`config.mk`:
```
export PLATFORM = sky130hd
export DESIGN_NAME = exu_wb_arb
export DESIGN_NICKNAME = d
export VERILOG_FILES = /design/src/rtl/exu_wb_arb_pkg.sv /design/src/rtl/exu_wb_arb_wb_fifo.sv /design/src/rtl/exu_wb_arb.sv
export SDC_FILE = /design/constraint.sdc
export NUM_CORES = 1
export LEC_CHECK = 0
export ABC_AREA = 1
export CORE_MARGIN = 10
export CORE_UTILIZATION = 50
export DETAILED_ROUTE_END_ITERATION = 6
export GPL_TIMING_DRIVEN = 1
export HOLD_SLACK_MARGIN = 0.05
export PLACE_DENSITY = 0.78
export RECOVER_POWER = 25
export SLEW_MARGIN = 20
export SYNTH_ARGS = -nofsm -noshare
export SYNTH_HDL_FRONTEND = slang
export SYNTH_SLANG_ARGS = --single-unit
```
`constraint.sdc`:
```
create_clock -name clk -period 5.8 [get_ports clk]
set_input_delay 0.58 -clock clk [delete_from_list [all_inputs] [get_ports clk]]
set_output_delay 0.58 -clock clk [all_outputs]
set_load 0.1 [all_outputs]
```
`src/rtl/exu_wb_arb_pkg.sv`:
```
// Shared types and constants for the EXU writeback arbiter.
package exu_wb_arb_pkg;

    localparam int WB_XLEN  = 32;
    localparam int NUM_REGS = 32;
    localparam int RD_W     = 5;

    typedef struct packed {
        logic [WB_XLEN-1:0] data;
        logic [RD_W-1:0]    rd_addr;
        logic               kill;
    } wb_req_t;

endpackage

```
`src/rtl/exu_wb_arb_wb_fifo.sv`:
```
// Small LSU load-return FIFO. Each entry carries a kill bit that is set when a
// younger ALU write targets the same rd.
module wb_fifo
    import exu_wb_arb_pkg::*;
#(
    parameter int DEPTH = 2
) (
    input  logic            clk,
    input  logic            rst,
    input  logic            i_push,
    input  wb_req_t         i_push_req,
    input  logic            i_pop,
    input  logic            i_kill_vld,
    input  logic [RD_W-1:0] i_kill_rd,
    output wb_req_t         o_head,
    output logic            o_full,
    output logic            o_empty
);

    localparam int AW = $clog2(DEPTH);
    localparam int PW = AW + 1;

    logic [WB_XLEN-1:0] r_data [DEPTH];
    logic [RD_W-1:0]    r_rd   [DEPTH];
    logic [DEPTH-1:0]   r_kill;
    logic [PW-1:0]      r_wr_ptr;
    logic [PW-1:0]      r_rd_ptr;

    logic [AW-1:0]      w_wr_idx;
    logic [AW-1:0]      w_rd_idx;
    logic [PW-1:0]      w_count;
    logic [AW-1:0]      w_off [DEPTH];
    logic [DEPTH-1:0]   w_valid;
    logic [DEPTH-1:0]   w_kill_hit;
    logic               w_do_push;
    logic               w_do_pop;
    logic               w_push_killed;

    assign w_wr_idx  = r_wr_ptr[AW-1:0];
    assign w_rd_idx  = r_rd_ptr[AW-1:0];
    assign w_count   = r_wr_ptr - r_rd_ptr;
    assign o_empty   = (r_wr_ptr == r_rd_ptr);
    assign o_full    = (r_wr_ptr[AW] != r_rd_ptr[AW]) && (w_wr_idx == w_rd_idx);
    assign w_do_push = i_push & ~o_full;
    assign w_do_pop  = i_pop & ~o_empty;

    // An entry arriving in the same cycle as a matching ALU write is born killed.
    assign w_push_killed = i_push_req.kill | (i_kill_vld && (i_push_req.rd_addr == i_kill_rd));

    always_comb begin
        w_valid    = '0;
        w_kill_hit = '0;
        for (int i = 0; i < DEPTH; i++) begin
            w_off[i]      = AW'(i) - w_rd_idx;
            w_valid[i]    = ({1'b0, w_off[i]} < w_count);
            w_kill_hit[i] = i_kill_vld && w_valid[i] && (r_rd[i] == i_kill_rd);
        end
    end

    always_ff @(posedge clk or posedge rst) begin
        if (rst) begin
            r_wr_ptr <= '0;
            r_rd_ptr <= '0;
            r_kill   <= '0;
        end else begin
            if (w_do_push) r_wr_ptr <= r_wr_ptr + PW'(1);
            if (w_do_pop)  r_rd_ptr <= r_rd_ptr + PW'(1);
            for (int i = 0; i < DEPTH; i++) begin
                if (w_do_push && (w_wr_idx == AW'(i))) begin
                    r_kill[i] <= w_push_killed;
                end else if (w_kill_hit[i]) begin
                    r_kill[i] <= 1'b1;
                end
            end
        end
    end

    always_ff @(posedge clk) begin
        if (w_do_push) begin
            r_data[w_wr_idx] <= i_push_req.data;
            r_rd[w_wr_idx]   <= i_push_req.rd_addr;
        end
    end

    always_comb begin
        o_head         = '0;
        o_head.data    = r_data[w_rd_idx];
        o_head.rd_addr = r_rd[w_rd_idx];
        o_head.kill    = r_kill[w_rd_idx];
    end

endmodule

```
`src/rtl/exu_wb_arb.sv`:
```
// Writeback arbiter: ALU results have fixed priority over buffered LSU returns
// into the single register-file write port; tracks pending loads and retires.
module exu_wb_arb
    import exu_wb_arb_pkg::*;
#(
    parameter int XLEN      = WB_XLEN,
    parameter int LSU_DEPTH = 2,
    parameter int CNT_W     = 64
) (
    input  logic             clk,
    input  logic             rst,
    input  logic [XLEN-1:0]  alu_wb_data,
    input  logic [4:0]       alu_wb_rd_addr,
    input  logic             alu_wb_rd_wr_en,
    input  logic             lsu_wb_vld,
    output logic             lsu_wb_rdy,
    input  logic [XLEN-1:0]  lsu_wb_data,
    input  logic [4:0]       lsu_wb_rd_addr,
    input  logic             lsu_issue,
    input  logic [4:0]       lsu_issue_rd,
    output logic             rf_wr_en,
    output logic [4:0]       rf_wr_addr,
    output logic [XLEN-1:0]  rf_wr_data,
    output logic [31:0]      rd_busy,
    output logic [CNT_W-1:0] retire_cnt
);

    logic                r_rf_wr_en;
    logic [4:0]          r_rf_wr_addr;
    logic [XLEN-1:0]     r_rf_wr_data;
    logic [NUM_REGS-1:0] r_rd_busy;
    logic [CNT_W-1:0]    r_retire_cnt;

    logic                w_alu_win;
    logic                w_push;
    logic                w_pop;
    logic                w_full;
    logic                w_empty;
    wb_req_t             w_push_req;
    wb_req_t             w_head;
    logic                w_wr_en_nxt;
    logic [4:0]          w_wr_addr_nxt;
    logic [XLEN-1:0]     w_wr_data_nxt;
    logic [NUM_REGS-1:0] w_busy_set;
    logic [NUM_REGS-1:0] w_busy_clr;
    logic [NUM_REGS-1:0] w_busy_nxt;

    assign w_alu_win  = alu_wb_rd_wr_en && (alu_wb_rd_addr != 5'd0);
    assign lsu_wb_rdy = ~w_full;
    assign w_push     = lsu_wb_vld & ~w_full;
    // Pop decision uses pre-push state, so a just-pushed entry never bypasses.
    assign w_pop      = ~w_alu_win & ~w_empty;

    always_comb begin
        w_push_req         = '0;
        w_push_req.data    = lsu_wb_data;
        w_push_req.rd_addr = lsu_wb_rd_addr;
        w_push_req.kill    = 1'b0;
    end

    wb_fifo #(
        .DEPTH (LSU_DEPTH)
    ) u_fifo (
        .clk        (clk),
        .rst        (rst),
        .i_push     (w_push),
        .i_push_req (w_push_req),
        .i_pop      (w_pop),
        .i_kill_vld (w_alu_win),
        .i_kill_rd  (alu_wb_rd_addr),
        .o_head     (w_head),
        .o_full     (w_full),
        .o_empty    (w_empty)
    );

    always_comb begin
        w_wr_en_nxt   = 1'b0;
        w_wr_addr_nxt = r_rf_wr_addr;
        w_wr_data_nxt = r_rf_wr_data;
        if (w_alu_win) begin
            w_wr_en_nxt   = 1'b1;
            w_wr_addr_nxt = alu_wb_rd_addr;
            w_wr_data_nxt = alu_wb_data;
        end else if (w_pop) begin
            w_wr_en_nxt   = ~w_head.kill && (w_head.rd_addr != 5'd0);
            w_wr_addr_nxt = w_head.rd_addr;
            w_wr_data_nxt = w_head.data;
        end
    end

    // Issue of a new load wins over a same-cycle writeback of the same rd.
    always_comb begin
        w_busy_set = '0;
        w_busy_clr = '0;
        if (lsu_issue) w_busy_set[lsu_issue_rd]   = 1'b1;
        if (w_alu_win) w_busy_clr[alu_wb_rd_addr] = 1'b1;
        if (w_pop)     w_busy_clr[w_head.rd_addr] = 1'b1;
        w_busy_nxt    = (r_rd_busy & ~w_busy_clr) | w_busy_set;
        w_busy_nxt[0] = 1'b0;
    end

    always_ff @(posedge clk or posedge rst) begin
        if (rst) begin
            r_rf_wr_en   <= 1'b0;
            r_rf_wr_addr <= '0;
            r_rf_wr_data <= '0;
            r_rd_busy    <= '0;
            r_retire_cnt <= '0;
        end else begin
            r_rf_wr_en   <= w_wr_en_nxt;
            r_rf_wr_addr <= w_wr_addr_nxt;
            r_rf_wr_data <= w_wr_data_nxt;
            r_rd_busy    <= w_busy_nxt;
            r_retire_cnt <= r_retire_cnt + CNT_W'(w_wr_en_nxt);
        end
    end

    assign rf_wr_en   = r_rf_wr_en;
    assign rf_wr_addr = r_rf_wr_addr;
    assign rf_wr_data = r_rf_wr_data;
    assign rd_busy    = r_rd_busy;
    assign retire_cnt = r_retire_cnt;

endmodule

```
==> impl_metrics.tcl <==
set metrics [dict create \
    outcome "finished, violations left" \
    violations "capacitance limit, slew limit" \
    grt_use_total_pct 22.1 \
    fin_nets 1554 \
    maxSlewHeadroom_pct -125 \
    syn_inst 1244 \
    grt_first_pass_wirelength_um 47900 \
    setup_ws_ns 2.10 \
    ctsResizeCount 0 \
    num_vias 8956 \
    drv_slew 77 \
    first_pass_iters 5 \
    critPathMaxFanout 37 \
    switchingPower_w 0.00389 \
    syn_nets 1333 \
    cap_violations 1 \
    rsz0062_at_grt "no" \
    yosys-top-cells-area "dfrtp_1 33%, edfxtp_1 21%, nand2_1 19%, nor2_1 5.1%, xor2_1 3.5%" \
    drtIter0Drc 820 \
    cpMaxStageDelayCell "clkdlybuf4s50_1" \
    die_h_um 165 \
    hpwl_um 23200 \
    startpoint "u_fifo.r_rd_ptr[0]" \
    internal-power_w 0.00372 \
    num-fill-cells 1781 \
    synth_area_mm2 0.0105 \
    clock_skew_ns 0.0137 \
    ff2ff_setup_slack_ns 2.51 \
    cts_num_sinks 213 \
    dieArea_mm2 0.0272 \
    ios 219 \
    drt-total-wl_um 30800 \
    path_buf_inv 2 \
    yosys.area.top_type_share_pct 33.1 \
    endpoint "lsu_wb_rdy" \
    area_delta_synth_final_pct 29.3 \
    rr_worst_depth 15 \
    utilization_pct 65.1 \
    yosysWarnings 0 \
    cts_setup_buffers 0 \
    cts_buffer_depth 3 \
    ys_seq_area_share_pct 54.2 \
    synth-seq-cells 213 \
    fin_crit_sh_pct 63.8 \
    cts.clk_slew.worst_paths_ns 0.06 \
    r2r-start "u_fifo.r_rd_ptr[0]" \
    worst-path-stages 4 \
    core-area_mm2 0.0209 \
    synth_edf_count 74 \
    cp_slowest_stage_delay_ns 1.19 \
    multi_input_area_mm2 0.00433 \
    clkPwrFrac_pct 18.4 \
    regArea_mm2 0.00570 \
    critPathLaunchType "flip-flop" \
    rows 53 \
    root_buffer "clkbuf_16" \
    p_leak_nw 6.06 \
    h-tree-depth 1 \
    cpLargestDelayFamily "buffers and inverters" \
    drt-vias-per-instance 5.09 \
    worst_slew_pin_slew_ns 3.36 \
    r2r_end "retire_cnt[48]" \
    finalHoldViolations 0 \
    p_per_area_mw_per_mm2 560 \
    cts-buffers-inserted 22 \
    setup-tns-final_ns 0 \
    synth_cell_type_count 39 \
    portBuffers 217 \
    max_freq_mhz 270 \
    start_util_pct 50.4 \
    synth_ff_type "dfrtp_1" \
    antenna_found_initial 3 \
    hold_path_class "reg2reg" \
    p_seq_share_pct 29.7 \
    globalplace.congestion 1.00 \
    routedWlPerCell_um 17.5 \
    grt-ovfl-total 0 \
    netSwitchingFraction_pct 51.1 \
    path_cells "inv_2 -> ha_1 -> nand3_1 -> clkdlybuf4s50_1" \
    grt_pass1_vias 8882 \
    dieWidth_um 165 \
    combinationalPowerShare_pct 51.9 \
    hold_buffers 0 \
    synth_area_leader_cell "dfrtp_1" \
    synthArstFlopShare_pct 65.3 \
    place_ws_ns 2.51 \
    min_period_ns 3.70 \
    setup_viol 0 \
    tritoncts "yes" \
    drtAntennaViolNets 0 \
    arrival_ns 3.12 \
    hold_slack_ns 0.481 \
    path_class "reg2out" \
    power_w 0.00761 \
    drive_gt1_share_pct 5.67 \
    grt_start_max_net_pins 77 \
    postSynthAreaPerCell_um2 8.46 \
    drcViolationCount 0 \
    clk_latency_ns 0.51 \
    end_kind "primary output" \
    peakVddDrop_uv 553 \
    cp.required_ns 5.22 \
]
==> layer usage <==
layer,part of all wire (%),up-vias,track usage (%)
met1,41,4153,28.1
met3,8.0,70,4.49
met4,3.5,0,7.77
li1,-,4376,-
met5,0,-,0
met2,48,357,36.8
==> flip-flops by register name, indices dropped and copies added (netlist names) <==
register and count:
retire_cnt 64, u_fifo.r_data 64, rf_wr_data 32, rd_busy 31, u_fifo.r_rd 10, rf_wr_addr 5
u_fifo.r_kill 2, u_fifo.r_rd_ptr 2, u_fifo.r_wr_ptr 2, rf_wr_en 1
==> power groups by stage <==
stage | combinational, W | sequential [W] | clock (W)
3_3_place_gp | 0.00393 | 0.00227 | 0
3_5_place_dp | 0.00397 | 0.00228 | 0
4_1_cts | 0.00399 | 0.00226 | 0.00142
5_1_grt | 0.00416 | 0.00230 | 0.00149
6_report | 0.00395 | 0.00226 | 0.00140
2_1_floorplan | 0.00115 | 0.00414 | 0
==> cells in the mapped netlist, types with 6 or more instances <==
library cell	instances
buf_4	7
nor2_1	143
nand2_2	14
xnor2_1	15
nor3_1	14
and2_1	7
nand3_1	67
nand2_1	532
nand3_2	12
dfrtp_1	139
o211ai_1	6
xor2_1	42
o21ai_0	13
inv_1	76
edfxtp_1	74
o21a_1	30
==> metrics by stage <==
stage,area (µm²),std cells
5_1_grt,13600,1759
4_1_cts,13600,1756
2_1_floorplan,10500,1244
3_5_place_dp,12900,1716
3_3_place_gp,12900,1716
6_report,13600,1759
==> area by class of cell <==
cell class                 instances  area share (%)
antenna                            3          0.0552
clock buffer                      29            4.39
clock inverter                    11           0.865
inverter                          80            2.27
multi-input combinational        927            31.8
sequential                       213            41.9
tap                              275            2.53
timing repair buffer             221            16.2
==> how the worst min path moves through the flow <==
stage	startpoint	to	slack (ns)	cells after the start
final	rf_wr_data[28]	rf_wr_data[28]	0.48	2
after global routing	rf_wr_data[22]	rf_wr_data[22]	0.51	2
after CTS	rf_wr_data[22]	rf_wr_data[22]	0.48	2
after detailed placement	rf_wr_data[22]	rf_wr_data[22]	0.47	2
after global placement	rf_wr_data[4]	rf_wr_data[4]	0.46	2
after floorplan	u_fifo.r_rd_ptr[1]	u_fifo.r_rd_ptr[1]	0.48	1
==> cell usage in the layout (no fill, tap or decap), drive strengths merged, types with 15 or more instances in the layout <==
cell / Yosys / layout
nand2: 548 / 548
clkdlybuf4s50: 0 / 179
nor2: 153 / 153
dfrtp: 139 / 139
nand3: 80 / 80
inv: 80 / 79
edfxtp: 74 / 74
xor2: 42 / 42
dlygate4sd3: 0 / 38
o21a: 30 / 30
clkbuf: 4 / 29
o21ai: 19 / 19
nor3: 17 / 17
xnor2: 15 / 15
==> worst reg2reg max path, cell delays in order (launching register included) <==
cell and delay [ns]:
dfrtp_1 0.36, buf_4 0.45, o21ai_0 0.38, nand2_1 0.20
nor2_2 0.07, nand2_1 0.07, nand3_1 0.08, nand2_1 0.15
ha_1 0.28, ha_1 0.30, inv_1 0.10, nor2_1 0.14
nand2_1 0.11, nor2_1 0.22, nand3_1 0.12, xor2_1 0.15
==> logic make-up after synthesis <==
logic type	share of synthesized area (%)
AOI/OAI and AO/OA	3.60
xor gates and xnor gates	4.75
adders and majority gates	0.595
buffers and inverters	4.69
DFF	54.2
muxes	0.0952
other	0.0356
and+or+nand+nor	32.1
No activity file was read; power rests on OpenSTA's default activity.
